<file path="src/rtl/sap_core_param.sv">
// Parametrised SAP-style accumulator processor: internal RAM, six T-state sequencer,
// ALU with carry/zero flags, program-load port and output register.
module sap_core_param #(
  parameter int unsigned WIDTH  = 8,
  parameter int unsigned ADDR_W = 4
) (
  input  logic              clk,
  input  logic              nclr,
  input  logic              run_prog,
  input  logic              prog_we,
  input  logic [ADDR_W-1:0] prog_addr,
  input  logic [WIDTH-1:0]  prog_data,
  output logic [WIDTH-1:0]  result,
  output logic              out_valid,
  output logic              halted,
  output logic              busy,
  output logic              carry,
  output logic              zero,
  output logic [ADDR_W-1:0] pc
);

  localparam int unsigned Depth = 2 ** ADDR_W;

  localparam logic [3:0] OpLda = 4'h0;
  localparam logic [3:0] OpAdd = 4'h1;
  localparam logic [3:0] OpSub = 4'h2;
  localparam logic [3:0] OpSta = 4'h3;
  localparam logic [3:0] OpLdi = 4'h4;
  localparam logic [3:0] OpJmp = 4'h5;
  localparam logic [3:0] OpJc  = 4'h6;
  localparam logic [3:0] OpJz  = 4'h7;
  localparam logic [3:0] OpOut = 4'hE;
  localparam logic [3:0] OpHlt = 4'hF;

  typedef enum logic [2:0] {StIdle, StT1, StT2, StT3, StT4, StT5, StT6, StHalt} state_e;

  state_e              r_state;
  state_e              w_state_next;
  logic [ADDR_W-1:0]   r_pc;
  logic [ADDR_W-1:0]   r_mar;
  logic [WIDTH-1:0]    r_ir;
  logic [WIDTH-1:0]    r_a;
  logic [WIDTH-1:0]    r_b;
  logic [WIDTH-1:0]    r_result;
  logic                r_carry;
  logic                r_zero;
  logic                r_out_valid;
  logic [WIDTH-1:0]    r_ram [Depth];

  logic [3:0]          w_op;
  logic [ADDR_W-1:0]   w_op_addr;
  logic [WIDTH-1:0]    w_imm;
  logic [WIDTH-1:0]    w_ram_rd;
  logic [WIDTH:0]      w_sum;
  logic [WIDTH:0]      w_diff;
  logic                w_load_ok;
  logic                w_ram_we;
  logic [ADDR_W-1:0]   w_ram_waddr;
  logic [WIDTH-1:0]    w_ram_wdata;

  assign w_op      = r_ir[WIDTH-1 -: 4];
  assign w_op_addr = r_ir[ADDR_W-1:0];
  assign w_imm     = {4'b0000, r_ir[WIDTH-5:0]};
  assign w_ram_rd  = r_ram[r_mar];
  assign w_sum     = {1'b0, r_a} + {1'b0, r_b};
  assign w_diff    = {1'b0, r_a} - {1'b0, r_b};

  // Load port shares the single write port with STA; nclr gating kills any write under reset.
  assign w_load_ok   = (r_state == StIdle) || (r_state == StHalt);
  assign w_ram_we    = nclr && ((w_load_ok && prog_we) || (r_state == StT5 && w_op == OpSta));
  assign w_ram_waddr = w_load_ok ? prog_addr : r_mar;
  assign w_ram_wdata = w_load_ok ? prog_data : r_a;

  always_ff @(posedge clk) begin
    if (w_ram_we) begin
      r_ram[w_ram_waddr] <= w_ram_wdata;
    end
  end

  always_ff @(posedge clk or negedge nclr) begin
    if (!nclr) begin
      r_state <= StIdle;
    end else begin
      r_state <= w_state_next;
    end
  end

  always_comb begin
    w_state_next = r_state;
    case (r_state)
      StIdle:  if (run_prog) w_state_next = StT1;
      StT1:    w_state_next = StT2;
      StT2:    w_state_next = StT3;
      StT3:    w_state_next = StT4;
      StT4:    w_state_next = (w_op == OpHlt) ? StHalt : StT5;
      StT5:    w_state_next = StT6;
      StT6:    w_state_next = run_prog ? StT1 : StIdle;
      StHalt:  if (!run_prog) w_state_next = StIdle;
      default: w_state_next = StIdle;
    endcase
  end

  always_ff @(posedge clk or negedge nclr) begin
    if (!nclr) begin
      r_pc        <= '0;
      r_mar       <= '0;
      r_ir        <= '0;
      r_a         <= '0;
      r_b         <= '0;
      r_result    <= '0;
      r_carry     <= 1'b0;
      r_zero      <= 1'b0;
      r_out_valid <= 1'b0;
    end else begin
      r_out_valid <= 1'b0;
      case (r_state)
        StIdle: if (run_prog) r_pc <= '0;
        StT1:   r_mar <= r_pc;
        StT2:   r_pc <= r_pc + ADDR_W'(1);
        StT3:   r_ir <= w_ram_rd;
        StT4: begin
          case (w_op)
            OpLda, OpAdd, OpSub, OpSta: r_mar <= w_op_addr;
            OpLdi: begin
              r_a    <= w_imm;
              r_zero <= (w_imm == '0);
            end
            OpJmp: r_pc <= w_op_addr;
            OpJc:  if (r_carry) r_pc <= w_op_addr;
            OpJz:  if (r_zero) r_pc <= w_op_addr;
            OpOut: begin
              r_result    <= r_a;
              r_out_valid <= 1'b1;
            end
            default: ;
          endcase
        end
        StT5: begin
          case (w_op)
            OpLda: begin
              r_a    <= w_ram_rd;
              r_zero <= (w_ram_rd == '0);
            end
            OpAdd, OpSub: r_b <= w_ram_rd;
            default: ;
          endcase
        end
        StT6: begin
          case (w_op)
            OpAdd: begin
              r_a     <= w_sum[WIDTH-1:0];
              r_carry <= w_sum[WIDTH];
              r_zero  <= (w_sum[WIDTH-1:0] == '0);
            end
            // Carry means "no borrow": the extra difference bit is set only when A < B.
            OpSub: begin
              r_a     <= w_diff[WIDTH-1:0];
              r_carry <= ~w_diff[WIDTH];
              r_zero  <= (w_diff[WIDTH-1:0] == '0);
            end
            default: ;
          endcase
        end
        default: ;
      endcase
    end
  end

  assign result    = r_result;
  assign out_valid = r_out_valid;
  assign halted    = (r_state == StHalt);
  assign busy      = (r_state != StIdle) && (r_state != StHalt);
  assign carry     = r_carry;
  assign zero      = r_zero;
  assign pc        = r_pc;

endmodule
</file>
<file path="config.mk">
export PLATFORM = sky130hd
export DESIGN_NAME = sap_core_param
export DESIGN_NICKNAME = d
export VERILOG_FILES = /design/src/rtl/sap_core_param.sv
export SDC_FILE = /design/constraint.sdc
export NUM_CORES = 1
export LEC_CHECK = 0
export CORE_MARGIN = 5
export CORE_UTILIZATION = 60
export CTS_BUF_LIST = sky130_fd_sc_hd__clkbuf_8 sky130_fd_sc_hd__clkbuf_16
export DETAILED_ROUTE_END_ITERATION = 10
export PLACE_DENSITY = 0.9
export SLEW_MARGIN = 30
export SYNTH_ARGS = -nofsm -noshare
export SYNTH_HDL_FRONTEND = slang
export SYNTH_SLANG_ARGS = --single-unit
export TNS_END_PERCENT = 50
</file>
<file path="constraint.sdc">
create_clock -name clk -period 3.2 [get_ports clk]
set_clock_uncertainty 0.1 [all_clocks]
set_input_delay 0.96 -clock clk [delete_from_list [all_inputs] [get_ports clk]]
set_output_delay 0.96 -clock clk [all_outputs]
set_load 0.01 [all_outputs]
</file>
Word-level counts from Yosys, hierarchy flattened

Memories as Yosys holds them, arrays and structs flattened.
Index checks and enable logic that the tools add are counted.

Bits in registers: 46
RAM bits: 128
Input bits: 16
Output and inout port bits: 17
Memories: 1

Memory list:

| memory | words | bits a word | rd ports | clocked after Yosys merged registers in | wr ports | line | RTL |
|---|---|---|---|---|---|---|---|
| r_ram  | 16    | 8           | 1        | 0                                       | 1        | 48   | `logic [WIDTH-1:0] r_ram [Depth];` |

Add/sub/neg operators: 3
Equal/unequal tests: 26
Mux-type cells: 27
Bitwise logic cells: 1
Reductions and logical operators: 26

Operators with widths:

| cell                                                                   | count |
|---|---|
| 8-bit logical NOT                                                      | 4 |
| 8-bit 2-to-1 mux                                                       | 3 |
| 3-bit case mux with 8 select lines                                     | 1 |
| 4-bit case mux with 3 select lines                                     | 2 |
| 8-bit case mux with 3 select lines                                     | 1 |
| 4-bit 2-to-1 mux                                                       | 5 |
| 4-bit by 3-bit equality test with 1-bit output (second input constant) | 4 |
| 8-bit case mux with 2 select lines                                     | 1 |
| 3-bit equality test (second input constant)                            | 4 |
| 2-bit AND reduction                                                    | 5 |
| 8-bit by 8-bit adder with 9-bit output                                 | 1 |
| 3-bit != test (second input constant)                                  | 3 |
| 3-bit nonzero test                                                     | 3 |
| 8-bit by 8-bit subtractor with 9-bit output                            | 1 |
| 4-bit by 2-bit equality test with 1-bit output (second input constant) | 2 |
| 4-bit equality test (second input constant)                            | 2 |
| 4-bit case mux with 2 select lines                                     | 1 |
| 1-bit 2-to-1 mux                                                       | 7 |
| 3-bit by 2-bit equality test with 1-bit output (second input constant) | 2 |
| 3-bit 2-to-1 mux                                                       | 2 |
| 2-bit by 1-bit != test with 1-bit output (second input constant)       | 3 |
| 5-bit AND reduction                                                    | 1 |
| 4-bit by 1-bit adder with 4-bit output (second input constant)         | 1 |
| 4-bit by 1-bit equality test with 1-bit output (second input constant) | 1 |
| 16 further kinds                                                       | 23 |

Logic depth before layout (Yosys ltp)

Gate-level depths: netlist (run 1).

Depth in word-level cells: 7
Depth in mapped cells: 11

Worst setup path after synthesis (run 1)

OpenSTA, ideal clock, no wires.

Path type: register to register
Start: reg r_state[2]
End: mem r_ram[5][0] (enable)
Arrival time: 2.261 ns
Slack: 0.469 ns
Stages on the path, launching flop included: 9
Clock period less this slack: 2.731 ns
Path through: dfrtp_1 -> clkbuf_1 -> and3_1 -> or2_2 -> clkbuf_1 -> clkinv_1 -> clkbuf_1 -> a21oi_1 -> nor2_1

Word-level cells in the longest chain between the ends: 7
Elaborated cells between the ends (all ways): 11
Classes of those cells: eq/ne: 2; mux: 3; reduce/logical: 6

Ends and longest elaborated chain:

| item                                   | line | RTL |
|---|---|---|
| from (decl)                            | 37   | `state_e r_state;` |
| from (signal assigned)                 | 82   | `r_state <= StIdle;` |
| from (signal assigned)                 | 84   | `r_state <= w_state_next;` |
| 3-bit equality test *                  | --   |  |
| via halted                             | 15   | `output logic halted,` |
| 1-bit logical OR *                     | 69   | `assign w_load_ok = (r_state == StIdle) \|\| (r_state == StHalt);` |
| 1-bit logical AND                      | 70   | `assign w_ram_we = nclr && ((w_load_ok && prog_we) \|\| (r_state == StT5 && w_op == OpSta));` |
| 1-bit logical OR                       | 70   |  |
| 1-bit logical AND                      | 70   |  |
| 1-bit 2-to-1 mux                       | 75   | `if (w_ram_we) begin` |
| 1-bit 2-to-1 mux (implied by the code) | 76   | `r_ram[w_ram_waddr] <= w_ram_wdata;` |
| to (decl)                              | 48   |  |

The timed path passes the listed nets; every way through them passes the cells marked *.

Worst setup path in the final report (run 1)

Start: reg r_state[2]
End: out busy

Word-level cells in the longest chain between the ends: 2
Elaborated cells between the ends (all ways): 3
Classes of those cells: eq/ne: 1; reduce/logical: 2

Ends and longest elaborated chain:

| item                                                       | line | RTL |
|---|---|---|
| 3-bit != test / 3-bit nonzero test (equally long branches) | 172  | `assign busy = (r_state != StIdle) && (r_state != StHalt);` |
| 1-bit logical AND *                                        | 172  |  |
| to (decl)                                                  | 16   | `output logic busy,` |

Mark *: on every way between the ends. The rest lies on a longest branch, timed or not.

==> results of run 1 <==
final timing paths:
check	from	endpoint	slack [ns]
max in group asynchronous	nclr	r_mar[0]	2.02
min in group asynchronous	nclr	r_state[0]	0.56
worst max-delay path	r_state[2]	busy	0.27
worst min-delay path	result[3]	result[3]	0.38
worst max register to register	r_state[1]	r_ram[11][7]	0.29
worst min register to register	result[3]	result[3]	0.38
flip-flops by register name, indices dropped and copies added (netlist names):
| register | flops |
|---|---|
| r_ram | 128 |
| r_a | 8 |
| r_b | 8 |
| r_ir | 8 |
| result | 8 |
| pc | 4 |
| r_mar | 4 |
| r_state | 3 |
| carry | 1 |
| out_valid | 1 |
| zero | 1 |
synth_stat cells (3+ instances only):
| library cell | count |
|---|---|
| buf_1 | 4 |
| o21ai_1 | 5 |
| a22oi_1 | 3 |
| clkbuf_1 | 22 |
| nand2b_1 | 8 |
| nor3_1 | 18 |
| dfrtp_1 | 46 |
| edfxtp_1 | 128 |
| and2_1 | 3 |
| a21oi_1 | 29 |
| nand4_1 | 5 |
| a22o_1 | 6 |
| or2_2 | 3 |
| nor4_1 | 7 |
| nand3_1 | 6 |
| mux4_1 | 13 |
| a221oi_1 | 3 |
| o21ai_0 | 32 |
| nor2b_1 | 7 |
| buf_2 | 3 |
| inv_1 | 19 |
| mux4_2 | 19 |
| and3_1 | 4 |
| mux2i_1 | 8 |
| ha_1 | 18 |
| a221oi_2 | 6 |
| nor2_1 | 51 |
| or3_1 | 5 |
| xnor2_1 | 9 |
| a31oi_1 | 4 |
| nor3b_1 | 6 |
| mux2_2 | 5 |
| a211oi_1 | 3 |
| nand2_1 | 87 |
layout by cell type, fill, tap and decap left out, drive strengths merged, types with 5 or more instances in the layout:
cell / netlist / final
edfxtp: 128 / 128
nand2: 87 / 87
nor2: 51 / 51
dfrtp: 46 / 46
o21ai: 37 / 37
buf: 10 / 34
mux4: 32 / 32
clkdlybuf4s50: 0 / 30
inv: 19 / 30
a21oi: 29 / 29
nor3: 18 / 18
ha: 18 / 18
clkbuf: 24 / 17
xnor2: 9 / 9
a221oi: 9 / 9
mux2i: 8 / 8
nand2b: 8 / 8
nor2b: 7 / 7
nor4: 7 / 7
nor3b: 6 / 6
nand3: 6 / 6
a22o: 6 / 6
nand4: 5 / 5
or3: 5 / 5
mux2: 5 / 5
clkinv: 2 / 5
area by class of cell:
class                   count  area [um^2]  share of cell area
clock buffers              17        425.4             0.04536
clock inverters            15        122.6             0.01307
inverters                  21        78.83            0.008404
multi-input cells         397         2948              0.3143
flip-flops and latches    174         4997              0.5328
well taps                 176        220.2             0.02348
repair buffers             65        586.8             0.06257
report_power, final:
part | internal, uW | switching (uW)
registers | 3080 | 366
logic | 1700 | 2650
clock network | 1020 | 932
total | 5800 | 3950
routing by layer:
metal / wire length [um] / vias to the layer above / global-route usage
met1: 7619 / 2758 / 0.3320
met3: 1469 / 69 / 0.05507
met2: 9843 / 298 / 0.4278
met5: 0 / - / 0
met4: 833 / 0 / 0.1098
li1: - / 2439 / -
tightest hold or removal path, cell delays in order, from the launching register on:
cell	delay (ns)
dfrtp_1	0.34
nand2_1	0.06
nand2_1	0.06
per-stage QoR:
step / total power, uW / cells / setup WS, ns
5_1_grt: 10250 / 865 / 0.1046
4_1_cts: 9681 / 865 / 0.2538
3_3_place_gp: 7452 / 833 / 0.2749
6_report: 9747 / 865 / 0.2702
2_1_floorplan: 6266 / 626 / 0.4685
3_5_place_dp: 7704 / 833 / 0.1691
cell families after synthesis:
group / after synthesis / share of synthesized area
muxes: 45 / 0.1106
and+or+nand+nor: 213 / 0.1184
AOI/OAI and AO/OA: 108 / 0.08678
DFF: 174 / 0.6099
xor gates and xnor gates: 11 / 0.01177
adders and majority gates: 20 / 0.03239
buffers and inverters: 55 / 0.03010
==> reports/qor.yml, run 1 <==
run_status:
  run_status: "finished, final reports clean"
setup_path:
  cp-start-kind: "register"
  r2r_cells: 8
  path_class: "reg2out"
  critPathRequiredTime_ns: 2.14
  cp_slowest_cell: "dfrtp_2"
  path_cells: "and3_1 -> or2_2 -> clkinv_1 -> dlygate4sd2_1"
  crit_family: "simple AND/OR/NAND/NOR gates"
  crit_arrival_ns: 1.87
  crit_fanout: 10
  slowest_delay_ns: 0.46
  path_depth: 4
  crit_buf_inv: 2
  end_kind: "output pin"
sta:
  final-hold-violation-count: 0
  slew_headroom: 0.3326
  rsz0062_at_grt: "false"
  tightest_slew_ns: 0.9935
  holdWs_ns: 0.3816
  fin_setup_tns_ns: 0
  drv_slew: 0
  timing.fmax_ghz: 0.3413
  finalSetupViolations: 0
  fin_crit_ns: 2.930
  fin_crit_sh: 0.9156
die:
  coreArea_mm2: 0.01330
  core.rowCount: 42
  die_w_um: 126.8
  dieArea_mm2: 0.01608
  start_util: 0.6159
  io_pins: 33
  die_y_um: 126.8
yosys:
  ys_ff_latch: 174
  synth_top_area_frac: 0.4694
  yosysWarnings: 0
  synth_cell_types: 54
  synth_ff_type: "edfxtp_1"
  syn_area_per_cell_um2: 13.08
  synth_nets: 662
  ys_top_cells_by_area: "edfxtp_1, dfrtp_1, mux4_2, mux4_1, nand2_1"
  ys_async_sr_fraction: 0.2644
  synth_area_mm2: 0.008189
  synthCells: 626
  yosysTopAreaCell: "edfxtp_1"
  seq_area_frac_synth: 0.6099
  synth-edff-count: 128
clock_network:
  numCtsBuffers: 17
  tritoncts: "built"
  clk_path_buf_depth: 2
  clk_pin_slew_ns: 0.07
  root_buffer: "clkbuf_16"
  cts_setup_buffers: 0
  clk_latency_ns: 0.44
  hold_buffers: 0
  cts-resized-gates: 2
  cts_max_level: 4
  clock_sinks: 174
power:
  powerDensity_mw_per_mm2: 1039
  ir_worst_vdd_mv: 0.5335
  p_leak_uw: 0.003525
drt:
  drt-initial-drc-count: 762
  avgViaCountPerCell: 6.432
  first_pass_iters: 5
  antenna_left: 0
  remaining_drc_errors: 0
  vias: 5564
  wire_per_inst_um: 22.85
  wl_um: 19760
worst_hold_path:
  hold_path_depth: 2
  min-delay-path-class: "reg2reg"
finish:
  drive_gt1_frac: 0.1437
  antennaDiodeCount: 0
  fin_nets: 712
  fill_cells: 864
  final_cell_area_mm2: 0.009379
  syn_to_final_growth_pct: 14.53
  fin_util: 0.7054
grt:
  grt_usage: 0.2579
  antenna_found_initial: 0
  grt_pass1_wl_um: 31310
  grt_max_degree: 47
  grt_overflow: 0
  grt_pass1_vias: 5596
place:
  gp_congestion: 0.9981
  dpl_cell_area_mm2: 0.008831
  io_buffer_count: 32
  dp_hpwl_um: 13420
run:
  cap_violations: 0
Power figures use the tool's default switching activity.
==> run 2, diff against run 1 <==
- HOLD_SLACK_MARGIN: default -> 0.15
- SKIP_LAST_GASP: default -> 1
- clock period: 3.2 -> 3.5 ns (I/O delays scaled with it)
==> run 2 against run 1 <==
  * Global-route usage is 1.8 points lower
  * Worst setup slack worse by 0.15 ns
  * Non-clock buffer count is 5 lower
  * Die area stayed put
  * Final cell count is 0.58% lower
  * Clock-buffer cell count stayed put
  * Via count is 1.5% lower
  * Critical endpoint unchanged
  * Largest power group unchanged
==> reports/qor.yml, run 2 (synthesis results as in run 1) <==
run_status:
  run_status: "finished, final reports clean"
grt:
  grt_usage: 0.2395  # -0.01840
  grt_max_degree: 47  # unchanged
  grt_pass1_vias: 5554  # -0.75%
  grt_pass1_wl_um: 29460  # -5.9%
  grt_overflow: 0  # unchanged
  antenna_found_initial: 0  # unchanged
setup_path:
  critPathRequiredTime_ns: 2.35  # +0.21 ns
  cp-start-kind: "register"
  crit_fanout: 19  # +9
  crit_arrival_ns: 2.23  # +0.36 ns
  end_kind: "output pin"
  path_class: "reg2out"
place:
  io_buffer_count: 32  # unchanged
  dp_hpwl_um: 13170  # -1.9%
  gp_congestion: 0.8857  # -11%
  dpl.cell_count: 828  # -0.60%
clock_network:
  tritoncts: "built"
  numCtsBuffers: 17  # unchanged
  hold_buffers: 0  # unchanged
  cts_setup_buffers: 0  # unchanged
  root_buffer: "clkbuf_16"
  cts_max_level: 4  # unchanged
  cts-resized-gates: 0  # -2
  clock_sinks: 174  # unchanged
  clk_latency_ns: 0.42  # -0.02 ns
  clk_path_buf_depth: 2  # unchanged
  clk_pin_slew_ns: 0.07  # about the same
finish:
  layout_commonest_cell: "edfxtp_1"
  fin_nets: 707  # -0.70%
  top_register: "r_ram"
  syn_to_final_growth_pct: 13.67
  layout_common_cells: "edfxtp_1, nand2_1, nor2_1, dfrtp_1, o21ai_0"
  multi_input_area_mm2: 0.002948  # unchanged
  fill_cells: 870  # +0.69%
  antennaDiodeCount: 0  # unchanged
  drive_gt1_frac: 0.1360  # -0.007722
  area.sequential_mm2: 0.004996  # about the same
  fin_cells: 860  # -0.58%
  largest_register_ffs: 128  # unchanged
sta:
  tightest_slew_ns: 0.9230  # -0.07053 ns
  finalSetupViolations: 0  # unchanged
  final-hold-violation-count: 0  # unchanged
  fin_crit_ns: 3.377
  slew_headroom: 0.3800  # +0.04738
  timing.fmax_ghz: 0.2961
  fin_crit_sh: 0.9648
  drv_slew: 0  # unchanged
  fin_setup_tns_ns: 0  # unchanged
  rsz0062_at_grt: "false"
drt:
  avgViaCountPerCell: 6.372  # -0.94%
  vias: 5480  # -1.5%
  antenna_left: 0  # unchanged
  remaining_drc_errors: 0  # unchanged
  drt-initial-drc-count: 565  # -26%
  first_pass_iters: 6  # +1
  wl_um: 18680  # -5.5%
  wire_per_inst_um: 21.72  # -4.9%
die:
  die_y_um: 126.8  # unchanged
  core.rowCount: 42  # unchanged
  die_w_um: 126.8  # unchanged
  start_util: 0.6159  # unchanged
  dieArea_mm2: 0.01608  # unchanged
  io_pins: 33  # unchanged
  coreArea_mm2: 0.01330  # unchanged
power:
  powerDensity_mw_per_mm2: 917.0  # -12%
  ir_worst_vdd_mv: 0.5229  # -2.0%
  p_leak_uw: 0.003494  # -0.89%
worst_hold_path:
  min-delay-path-class: "reg2reg"
run:
  cap_violations: 0  # unchanged
-- run 2: final timing paths --
path | start | end | slack [ns] | depth (start not counted)
setup / recovery | r_state[0] | busy | 0.12 | 4
hold / removal | result[3] | result[3] | 0.38 | 2
setup reg to reg | r_mar[0] | zero | 0.28 | 7
hold reg to reg | result[3] | result[3] | 0.38 | 2
max in group asynchronous | nclr | r_mar[0] | 2.17 | 2
min in group asynchronous | nclr | r_b[0] | 0.67 | 2
-- run 2: layer usage --
metal	track usage	share of wire
met4	0.08076	0.028
met3	0.05422	0.065
met2	0.4268	0.52
met1	0.2882	0.38
met5	0	0
-- run 2: where the power goes --
part	leakage, uW	internal [uW]	switching [uW]
combinational	0.00147	1420	2150
sequential	0.00176	2810	421
clock	0.000268	920	816
total	0.00349	5150	3390
-- run 2: layout make-up --
type	count	area share
sequential	174	0.5367
multi-input combinational	397	0.3167
timing repair buffer	60	0.05645
clock buffer	17	0.04570
tap	176	0.02366
clock inverter	15	0.01237
inverter	21	0.008468
-- run 2: critical path: stages, from the launching register on --
cell	delay (ns)
dfrtp_1	0.57
and3_1	0.26
or2_2	0.37
clkinv_1	0.08
clkdlybuf4s50_1	0.53
-- run 2: through the flow --
step | total power (uW) | hold slack, ns | setup slack (ns) | cell area [um^2] | utilization
3_5_place_dp | 6742 | 0.3709 | 0.3002 | 8768 | 0.6595
5_1_grt | 8989 | 0.4097 | 0.05297 | 9309 | 0.7002
3_3_place_gp | 6563 | 0.3575 | 0.4470 | 8768 | 0.6595
2_1_floorplan | 5729 | 0.3753 | 0.6878 | 8189 | -
4_1_cts | 8493 | 0.3876 | 0.1168 | 9309 | 0.7002
6_report | 8536 | 0.3780 | 0.1233 | 9309 | 0.7002
